[config.mk]
export PLATFORM = sky130hd
export DESIGN_NAME = wb_regfile_arbiter
export DESIGN_NICKNAME = d
export VERILOG_FILES = /design/src/rtl/wb_regfile_arbiter.sv
export SDC_FILE = /design/constraint.sdc
export NUM_CORES = 1
export LEC_CHECK = 0
export BUFFER_PORTS_ARGS = -buffer_cell sky130_fd_sc_hd__buf_2
export CAP_MARGIN = 0
export CORE_MARGIN = 2
export CORE_UTILIZATION = 47
export CTS_BUF_LIST = sky130_fd_sc_hd__clkbuf_8
export DETAILED_ROUTE_END_ITERATION = 6
export GPL_ROUTABILITY_DRIVEN = 0
export GPL_TIMING_DRIVEN = 0
export MAX_ROUTING_LAYER = met4
export PLACE_DENSITY = 0.9
export SLEW_MARGIN = 25
export SYNTH_ARGS = -nofsm -noshare
export SYNTH_HDL_FRONTEND = slang
export SYNTH_SLANG_ARGS = --single-unit
[constraint.sdc]
create_clock -name clk -period 2.9 [get_ports clk]
set_input_delay 0.29 -clock clk [delete_from_list [all_inputs] [get_ports clk]]
set_output_delay 0.29 -clock clk [all_outputs]
set_load 0.02 [all_outputs]
[src/rtl/wb_regfile_arbiter.sv]
// wb_regfile_arbiter
// Shares the register-file write port between the in-order writeback stage
// and buffered multiply/divide (MDU) results. MDU results wait in a small
// FIFO and drain in cycles where writeback does not write. A starvation
// counter forces a one-cycle pipeline stall so the FIFO head always drains.
// pend_hit lets decode detect hazards against buffered results.
//
// Optional feature: define WB_ARB_BYPASS_EN to write an MDU result straight
// to the register file when the FIFO is empty and the port is otherwise idle.
module wb_regfile_arbiter #(
    parameter int DEPTH        = 2,
    parameter int STARVE_LIMIT = 4
) (
    input  logic        clk,
    input  logic        rst,
    input  logic        pipe_valid,
    input  logic [4:0]  pipe_rd,
    input  logic [31:0] pipe_data,
    input  logic        mdu_valid,
    input  logic [4:0]  mdu_rd,
    input  logic [31:0] mdu_data,
    output logic        mdu_ready,
    output logic        rf_we,
    output logic [4:0]  rf_rd,
    output logic [31:0] rf_wdata,
    output logic        pipe_stall,
    input  logic [4:0]  chk_rs1,
    input  logic [4:0]  chk_rs2,
    input  logic [4:0]  chk_rd,
    output logic        pend_hit
);

    localparam int PW = $clog2(DEPTH);
    localparam int CW = $clog2(STARVE_LIMIT + 1) + 1;
    localparam logic [PW:0]   FULL_CNT  = (PW + 1)'(DEPTH);
    localparam logic [CW-1:0] LIMIT_CNT = CW'(STARVE_LIMIT);

    // FIFO storage: every entry is visible at once for the pending lookup
    logic [4:0]    fifo_rd_reg   [DEPTH];
    logic [31:0]   fifo_data_reg [DEPTH];
    logic [PW-1:0] rd_ptr_reg;
    logic [PW-1:0] wr_ptr_reg;
    logic [PW:0]   count_reg;
    logic [CW-1:0] starve_cnt_reg;
    logic          pipe_stall_reg;

    logic [CW-1:0] starve_cnt_next;
    logic          pipe_stall_next;

    logic          empty;
    logic          full;
    logic          pipe_wr;
    logic          grant_pipe;
    logic          grant_fifo;
    logic          push;
    logic          pop;
    logic [DEPTH-1:0] entry_hit;
`ifdef WB_ARB_BYPASS_EN
    logic          grant_byp;
`endif

    assign empty   = (count_reg == '0);
    assign full    = (count_reg == FULL_CNT);
    // A write to x0 is no write at all; it leaves the port free for the FIFO
    assign pipe_wr = pipe_valid && (pipe_rd != 5'd0);

    // Ready comes from registered occupancy only, so a pop never lets a push
    // through in the same cycle while full
    assign mdu_ready  = !rst && !full;
    assign pipe_stall = pipe_stall_reg;
    assign pop        = grant_fifo;

`ifdef WB_ARB_BYPASS_EN
    assign push = mdu_valid && !full && (mdu_rd != 5'd0) && !grant_byp;
`else
    assign push = mdu_valid && !full && (mdu_rd != 5'd0);
`endif

    // Grant selection: a forced stall drains the head, otherwise writeback
    // wins, otherwise the FIFO head (or, with bypass, the live MDU result)
    always_comb begin
        grant_pipe = 1'b0;
        grant_fifo = 1'b0;
`ifdef WB_ARB_BYPASS_EN
        grant_byp  = 1'b0;
`endif
        if (pipe_stall_reg) begin
            grant_fifo = !empty;
        end else if (pipe_wr) begin
            grant_pipe = 1'b1;
        end else if (!empty) begin
            grant_fifo = 1'b1;
        end
`ifdef WB_ARB_BYPASS_EN
        else if (mdu_valid && (mdu_rd != 5'd0)) begin
            grant_byp = 1'b1;
        end
`endif
    end

    // Register-file write mux; nothing is written while reset is held
    always_comb begin
        rf_we    = 1'b0;
        rf_rd    = 5'd0;
        rf_wdata = 32'd0;
        if (grant_pipe) begin
            rf_we    = !rst;
            rf_rd    = pipe_rd;
            rf_wdata = pipe_data;
        end else if (grant_fifo) begin
            rf_we    = !rst;
            rf_rd    = fifo_rd_reg[rd_ptr_reg];
            rf_wdata = fifo_data_reg[rd_ptr_reg];
        end
`ifdef WB_ARB_BYPASS_EN
        else if (grant_byp) begin
            rf_we    = !rst;
            rf_rd    = mdu_rd;
            rf_wdata = mdu_data;
        end
`endif
    end

    // Starvation tracking: count pipeline wins over a waiting head and
    // request a one-cycle stall when the limit is reached
    always_comb begin
        starve_cnt_next = starve_cnt_reg;
        pipe_stall_next = 1'b0;
        if (pop || empty) begin
            starve_cnt_next = '0;
        end else if (grant_pipe) begin
            starve_cnt_next = starve_cnt_reg + CW'(1);
            if (starve_cnt_next >= LIMIT_CNT) begin
                pipe_stall_next = 1'b1;
            end
        end
    end

    // Pointer, occupancy, counter and stall state
    always_ff @(posedge clk or posedge rst) begin
        if (rst) begin
            rd_ptr_reg     <= '0;
            wr_ptr_reg     <= '0;
            count_reg      <= '0;
            starve_cnt_reg <= '0;
            pipe_stall_reg <= 1'b0;
        end else begin
            if (push) begin
                wr_ptr_reg <= wr_ptr_reg + PW'(1);
            end
            if (pop) begin
                rd_ptr_reg <= rd_ptr_reg + PW'(1);
            end
            case ({push, pop})
                2'b10:   count_reg <= count_reg + (PW + 1)'(1);
                2'b01:   count_reg <= count_reg - (PW + 1)'(1);
                default: count_reg <= count_reg;
            endcase
            starve_cnt_reg <= starve_cnt_next;
            pipe_stall_reg <= pipe_stall_next;
        end
    end

    // Entry payload write; contents need no reset since occupancy gates use
    always_ff @(posedge clk) begin
        if (push) begin
            fifo_rd_reg[wr_ptr_reg]   <= mdu_rd;
            fifo_data_reg[wr_ptr_reg] <= mdu_data;
        end
    end

    // Per-entry hazard match against the decode lookup addresses
    for (genvar gi = 0; gi < DEPTH; gi++) begin : g_entry
        localparam logic [PW-1:0] IDX = PW'(gi);
        logic [PW-1:0] offset;
        logic          entry_valid;
        assign offset      = IDX - rd_ptr_reg;
        assign entry_valid = ({1'b0, offset} < count_reg);
        assign entry_hit[gi] = entry_valid && (
            ((fifo_rd_reg[gi] == chk_rs1) && (chk_rs1 != 5'd0)) ||
            ((fifo_rd_reg[gi] == chk_rs2) && (chk_rs2 != 5'd0)) ||
            ((fifo_rd_reg[gi] == chk_rd)  && (chk_rd  != 5'd0)));
    end

    assign pend_hit = |entry_hit;

endmodule

==> results of run 1 <==
==> layer usage <==
layer / global-route usage / routed length, um / vias to the layer above / share of wire
met5: - / 0 / - / 0
met4: 0.0761 / 199 / 0 / 0.023
met3: 0.0463 / 585 / 19 / 0.067
met2: 0.326 / 4340 / 130 / 0.50
met1: 0.240 / 3590 / 1353 / 0.41
li1: - / - / 1382 / -
==> where the power goes <==
group	internal (mW)	total [mW]	switching [mW]	leakage [nW]
Clock	0.476	0.869	0.393	0.113
Combinational	0.640	1.62	0.983	1.19
Sequential	1.62	1.74	0.120	0.801
Total	2.74	4.23	1.50	2.10
==> synth_stat cells (all sizes together) <==
master and n:
xor2 14, a21oi 2, clkbuf 11, xnor2 24
a311oi 1, o21ai 40, o21a 1, nor2 11
inv 6, nor2b 1, or4 5, o31ai 1
nand3 7, a21o 1, dfrtp 9, o221ai 1
edfxtp 74, nor4 6, mux2i 37, nand2 38
buf 3, ha 2, nor3 3
==> cell usage in the layout, fill, tap and decap left out, types with 2 or more instances in the layout <==
master and n:
mux2i_1 37, buf_16 2, clkbuf_1 10, bufinv_16 2, buf_6 3, nor2_4 2
nor3_1 3, ha_1 2, dfrtp_1 9, clkbuf_8 9, o21ai_0 32, a21oi_1 2
nor2_1 9, o21ai_2 8, nand3_1 7, xor2_1 14, edfxtp_1 74, xnor2_1 23
nor4_1 6, buf_2 133, or4_1 5, inv_1 8, nand2_1 38
==> worst paths after layout <==
kind,start,to,slack (ns),cells after the start
worst max-delay path,pipe_stall,rf_wdata[13],0.28,7
worst max register to register,pipe_stall,count_reg[1],0.56,10
worst min register to register,starve_cnt_reg[0],starve_cnt_reg[0],0.50,1
max in group asynchronous,rst,wr_ptr_reg,2.13,3
worst min-delay path,mdu_data[5],fifo_data_reg[1][5],0.14,1
min in group asynchronous,rst,pipe_stall,0.51,3
==> cell families (layout without fill, tap and decap cells) <==
kind of cell | count (synthesis) | count (layout) | share of synthesized area
mux | 37 | 37 | 0.0955
xor+xnor | 38 | 38 | 0.0878
simple gates | 71 | 71 | 0.0813
buf+inv | 20 | 172 | 0.0252
fa+ha+maj | 2 | 2 | 0.00645
compound gates | 47 | 47 | 0.0723
flops | 83 | 83 | 0.631
==> area by class of cell <==
class,count,share of cell area
Clock inverter,7,0.0171
Tap cell,105,0.0265
Inverter,6,0.00454
Sequential cell,83,0.493
Timing Repair Buffer,136,0.147
Buffer,14,0.0154
Multi-Input combinational cell,195,0.271
Clock buffer,9,0.0250
==> through the flow <==
stage | hold slack [ns] | total power, mW | setup TNS [ns]
after floorplan | 0.118 | 2.84 | 0
after global placement | 0.272 | 3.30 | -62.05
after detailed placement | 0.291 | 3.40 | 0
after CTS | 0.122 | 4.26 | 0
after global routing | 0.117 | 4.47 | 0
final | 0.135 | 4.23 | 0
==> what timing repair did <==
item | 4_1_cts | 5_1_grt
resized for setup | 0 | 2
endpoints found under the hold margin | 9 | 0
hold buffers | 1 | 0
setup endpoints to repair | 0 | 1
==> worst max-delay path, delay by kind of cell (launching register included) <==
family          cells  cell delay [ns]
buf+inv             3             0.72
compound gates      3             0.51
flops               1             0.38
simple gates        1             0.37
==> results.toml, run 1 <==
[grt]
grt_max_degree = 21
grt_pass1_vias = 2756
antenna_found_initial = 0
gr-total-overflow = 0
grt_use_total = 0.199
grt_pass1_wl_um = 13000

[die]
rows = 33
die_w_um = 94.8
start_util = 0.479
io_pins = 134
die_y_um = 94.8
fp.dieArea_um2 = 8990
core_area_um2 = 8090

[setup_path]
slowest_delay_ns = 0.39
cp-end-kind = "output port"
worst_path_max_delay_cell = "clkbuf_1"
critical_path_class = "flip-flop to output port"
worst_setup_path_start_kind = "flip-flop"
crit_fanout = 10
cp.required_ns = 2.61
worstPathArrival_ns = 2.33
crit_chain = "nor2b_1 > o21a_1 > buf_6 > a21o_1 > clkbuf_1 > o21ai_0 > buf_2"

[cts]
tritoncts = "done"
cts_num_sinks = 83
htreeDepth = 3
cts_made_buffers = 9
clkTransAtPathRegs_ns = 0.08
cts_buffer_depth = 2
clkLatencyLatePin_ns = 0.34
cts_root_buf = "clkbuf_8"
post_cts_buffers = 0

[synthesis]
ys_ff_latch = 83
yosysUniqueCellTypes = 25
synth_warnings = 0
syn_nets = 393
seq_area_frac_synth = 0.631
syn_inst = 298
netlist_area_um2 = 3880
synth_area_leaders = "edfxtp_1 57%, mux2i_1 9.6%, dfrtp_1 5.8%"
synth_top_area_frac = 0.573
yosysTopAreaCell = "edfxtp_1"
synth.avg_cell_area_um2 = 13.0

[finish]
syn_to_final_growth_pct = 28.1
fill_cells = 656
regArea_um2 = 2450
drive_gt1_frac = 0.362
finish.instance_area_um2 = 4960
diodes = 0
fin_cells = 555
postLayoutCoreUtil = 0.613
largest_reg_flops = 64
multi_input_area_um2 = 1350
nets = 540

[sta]
setup_ws_ns = 0.281
hold_viol_final = 0
fin_worst_skew_ns = 0.00931
fmax_mhz = 382
slew_violations = 0
fin_crit_sh = 0.903
fin_crit_ns = 2.62
tightest_slew_ns = 0.822
setup_viol = 0
rsz0062_at_grt = "no"
max-slew-margin-rel = 0.452

[place]
dpl.cell_count = 538
dpl_cell_area_um2 = 4740
io_buffers = 133
dp_hpwl_um = 6550
pre_cts_ws_ns = 0.402

[min_path]
hp-class = "input port to flip-flop"

[drt]
drcViolationCount = 0
wl_um = 8720
routedWlPerCell_um = 15.7
viasPerCell = 5.20
ant_nets = 0
drt_iter0_drc = 125
vias = 2884
dr.pass1.iters = 4

[pwr]
leakage_nw = 2.10
p_per_area_nw_per_um2 = 853
vdd_ir_drop_max_v = 0.000512

[status]
status = "finished, final reports clean"

[flow_run]
maxCapViolations = 0
(Power assumes the default switching activity.)
==> run 2, diff against run 1 <==
Settings changed: CORE_UTILIZATION 47 to 56, PLACE_DENSITY 0.9 to 0.95.
Clock period 2.9 ns to 3.3 ns, I/O delays scaled along.
==> run 2 against run 1 <==
Effect of this change:
- cell area decreased by 0.86%
- worst hold slack improved by 0.028 ns
- clock skew increased by 0.0075 ns
- highest routed layer unchanged
- non-clock buffer count unchanged
- first-iteration DRC count increased by 40%
- global-route usage increased by 5.0 points
- die area decreased by 15%
- via count increased by 1.7%
- cell count decreased by 4.5%
==> results.toml, run 2 (synthesized netlist as in run 1, its figures left out) <==
[grt]
grt_pass1_wl_um = 13700
grt_max_degree = 23
gr-total-overflow = 0
grt_pass1_vias = 2938
antenna_found_initial = 0
grt_use_total = 0.249

[cts]
cts_made_buffers = 9
clkTransAtPathRegs_ns = 0.10
tritoncts = "done"
ctsResizeCount = 0
clkLatencyLatePin_ns = 0.35
htreeDepth = 3
cts_buffer_depth = 2
cts_root_buf = "clkbuf_8"
post_cts_buffers = 0
cts_num_sinks = 83
postCtsHoldBufs = 1

[sta]
fmax_mhz = 355
fin_crit_ns = 2.82
fin_setup_tns_ns = 0
hold_viol_final = 0
max-slew-margin-rel = 0.454
setup_viol = 0
fin_crit_sh = 0.853
slew_violations = 0
tightest_slew_ns = 0.818
whs_ns = 0.163
rsz0062_at_grt = "no"
fin_worst_skew_ns = 0.0168

[finish]
largest_reg_flops = 64
drive_gt1_frac = 0.364
fin_cells = 530
multi_input_area_um2 = 1350
regArea_um2 = 2450
syn_to_final_growth_pct = 27.0
final_cell_mix = "133 x buf_2, 74 x edfxtp_1, 38 x nand2_1"
fill_cells = 461
final_common_cell = "buf_2"
diodes = 0
nets = 540

[die]
rows = 30
die_w_um = 87.2
fp.dieArea_um2 = 7600
die_y_um = 87.2
core_area_um2 = 6760
io_pins = 134
start_util = 0.574

[place]
dp_hpwl_um = 6940
dpl.cell_count = 513
io_buffers = 133

[setup_path]
critical_path_class = "flip-flop to output port"
worst_setup_path_start_kind = "flip-flop"
cp.required_ns = 2.97
crit_fanout = 10
cp-end-kind = "output port"
worstPathArrival_ns = 2.49

[drt]
drcViolationCount = 0
drt_iter0_drc = 175
dr.pass1.iters = 4
routedWlPerCell_um = 17.1
ant_nets = 0
viasPerCell = 5.53
wl_um = 9080
vias = 2933

[pwr]
p_per_area_nw_per_um2 = 753
leakage_nw = 2.08
vdd_ir_drop_max_v = 0.000442
p_total_mw = 3.71

[min_path]
hp-class = "input port to flip-flop"

[flow_run]
maxCapViolations = 0

[status]
status = "finished, final reports clean"
## run 2: power by group
| part | internal [mW] | switching [mW] | total [mW] |
|---|---|---|---|
| clock network | 0.354 | 0.374 | 0.727 |
| logic | 0.562 | 0.884 | 1.45 |
| registers | 1.42 | 0.110 | 1.53 |
## run 2: per-layer routing
metal,up-vias,track usage,part of all wire
li1,1383,-,-
met1,1405,0.284,0.40
met2,123,0.443,0.53
met3,22,0.0360,0.048
met4,0,0.0979,0.022
met5,-,-,0
## run 2: layout make-up
class / count / share of cell area
Buffer: 14 / 0.0153
Clock buffer: 9 / 0.0252
Clock inverter: 7 / 0.0153
Inverter: 6 / 0.00458
Multi-Input combinational cell: 195 / 0.274
Sequential cell: 83 / 0.497
Tap cell: 80 / 0.0203
Timing Repair Buffer: 136 / 0.148
## run 2: stage by stage
| step | setup slack [ns] | instance area [um^2] | utilization |
|---|---|---|---|
| finish | 0.485 | 4920 | 0.728 |
| global route | 0.354 | 4920 | 0.728 |
| CTS | 0.422 | 4920 | 0.728 |
| detailed placement | 0.668 | 4710 | 0.697 |
| global placement | -0.395 | 4640 | 0.687 |
| floorplan | 0.477 | 3880 | - |
## run 2: final timing paths
path                                   start                    to  slack [ns]  cells after the start
hold reg to reg            starve_cnt_reg[0]     starve_cnt_reg[0]        0.51                      1
max in group asynchronous                rst            wr_ptr_reg        2.53                      3
min in group asynchronous                rst            pipe_stall        0.51                      3
setup / recovery                  pipe_stall          rf_wdata[15]        0.48                      7
setup reg to reg                  pipe_stall          count_reg[1]        0.90                     11
hold / removal                  mdu_data[20]  fifo_data_reg[1][20]        0.16                      1
## run 2: worst max-delay path, cell delays in order, from the launching register on
cell      delay, ns
dfrtp_1        0.39
nor2b_1        0.40
o21a_1         0.23
buf_6          0.15
a21o_1         0.15
clkbuf_1       0.42
o21ai_0        0.21
buf_2          0.20
==> run 3, diff against run 2 <==
Settings changed: CORE_UTILIZATION 56 to 45, CTS_BUF_LIST sky130_fd_sc_hd__clkbuf_8 to sky130_fd_sc_hd__clkbuf_4 sky130_fd_sc_hd__clkbuf_8, PLACE_DENSITY 0.95 to 0.84.
==> run 3 against run 2 <==
Effect of this change:
- flip-flop and latch count is the same
- critical endpoint is now rf_wdata[26]
- utilization shrank 13 points
- maximum frequency grew 3.1%
==> results.toml, run 3 (synthesized netlist as in run 1, its figures left out) <==
[status]
status = "finished, final reports clean"

[place]
io_buffers = 133
dp_hpwl_um = 6550
dpl.cell_count = 538
pre_cts_ws_ns = 0.728
dpl_cell_area_um2 = 4740

[setup_path]
reg2reg_slack_ns = 0.93
worstPathArrival_ns = 2.40
critical_path_class = "flip-flop to output port"
worst_setup_path_start_kind = "flip-flop"
cp-end-kind = "output port"
crit_fanout = 10
cp.required_ns = 2.97

[grt]
grt_use_total = 0.196
grt_pass1_vias = 2959
grt_pass1_wl_um = 14200
antenna_found_initial = 0
grt_max_degree = 21
gr-total-overflow = 0

[finish]
regArea_um2 = 2450
fill_cells = 654
finish.instance_area_um2 = 4960
final_cell_mix = "133 x buf_2, 74 x edfxtp_1, 38 x nand2_1"
final_common_cell = "buf_2"
multi_input_area_um2 = 1350
diodes = 0
fin_cells = 554
syn_to_final_growth_pct = 28.0
drive_gt1_frac = 0.363
nets = 540
largest_reg_flops = 64

[sta]
whs_ns = 0.177
hold_viol_final = 0
tightest_slew_ns = 0.816
fin_crit_sh = 0.828
fmax_mhz = 366
slew_violations = 0
setup_ws_ns = 0.568
fin_crit_ns = 2.73
setup_viol = 0
max-slew-margin-rel = 0.456
rsz0062_at_grt = "no"
fin_worst_skew_ns = 0.00471

[cts]
cts_root_buf = "clkbuf_8"
cts_num_sinks = 83
clkLatencyLatePin_ns = 0.34
tritoncts = "done"
ctsResizeCount = 0
cts_made_buffers = 9
clkTransAtPathRegs_ns = 0.08
cts_buffer_depth = 2
htreeDepth = 3

[die]
io_pins = 134
die_y_um = 96.8
start_util = 0.467
die_w_um = 96.8
fp.dieArea_um2 = 9370
core_area_um2 = 8300
rows = 33

[drt]
wl_um = 8750
viasPerCell = 5.23
vias = 2897
dr.pass1.iters = 4
drcViolationCount = 0
drt_iter0_drc = 104
routedWlPerCell_um = 15.8
ant_nets = 0

[flow_run]
maxCapViolations = 0

[pwr]
combPwrFrac = 0.384
power_frac_seq = 0.410
leakage_nw = 2.09
switching_share = 0.353
pwr-share-clk = 0.206
p_total_mw = 3.73
p_int_mw = 2.42
switchingPower_mw = 1.32
vdd_ir_drop_max_v = 0.000482
p_per_area_nw_per_um2 = 753

[min_path]
hp-class = "input port to flip-flop"
## run 3: cell count changes in the layout (fill, tap and decap cells not counted), sizes merged
| cell | change |
|---|---|
| bufinv | +1 |
| clkbuf | +1 |
| clkinvlp | -2 |
| inv | -1 |
## run 3: worst max-delay path, stage by stage, from the launching register on
cell and delay, ns:
dfrtp_1 0.38, nor2b_1 0.40, o21a_1 0.21, buf_6 0.14
a21o_1 0.14, clkbuf_1 0.42, o21ai_0 0.18, buf_2 0.19
## run 3: layer usage
metal	vias to the layer above	track usage	wire length (um)
li1	1379	-	-
met1	1375	0.238	3720
met3	19	0.0383	480
met2	124	0.322	4370
met4	0	0.0802	176
met5	-	-	0
## run 3: final cells by class
| class | count | area share |
|---|---|---|
| repair buffers | 136 | 0.147 |
| inverters | 6 | 0.00454 |
| clock inverters | 5 | 0.0156 |
| clock buffers | 10 | 0.0265 |
| multi-input cells | 195 | 0.271 |
| plain buffers | 14 | 0.0151 |
| well taps | 105 | 0.0265 |
| flip-flops and latches | 83 | 0.493 |
## run 3: power by group through the flow
stage          clock, mW  combinational, mW  sequential (mW)
3_3_place_gp           0               1.34             1.56
2_1_floorplan          0              0.963             1.53
4_1_cts            0.783               1.45             1.53
3_5_place_dp           0               1.44             1.56
5_1_grt            0.829               1.55             1.56
6_report           0.769               1.43             1.53
## run 3: stage by stage
step,TNS [ns],utilization
floorplan,0,-
global placement,-30.93,0.563
detailed placement,0,0.572
CTS,0,0.598
global route,0,0.598
finish,0,0.598
## run 3: worst paths after layout
check / start / endpoint / cells after the start
setup / recovery: pipe_stall / rf_wdata[26] / 7
hold / removal: mdu_data[27] / fifo_data_reg[0][27] / 1
setup reg to reg: pipe_stall / count_reg[1] / 10
hold reg to reg: starve_cnt_reg[0] / starve_cnt_reg[0] / 1
max in group asynchronous: rst / wr_ptr_reg / 3
min in group asynchronous: rst / count_reg[1] / 3
## run 3: repair_timing
action                    in CTS  in global routing
buffers inserted               0                  0
hold endpoints to repair       9                  0
hold buffers                   1                  0
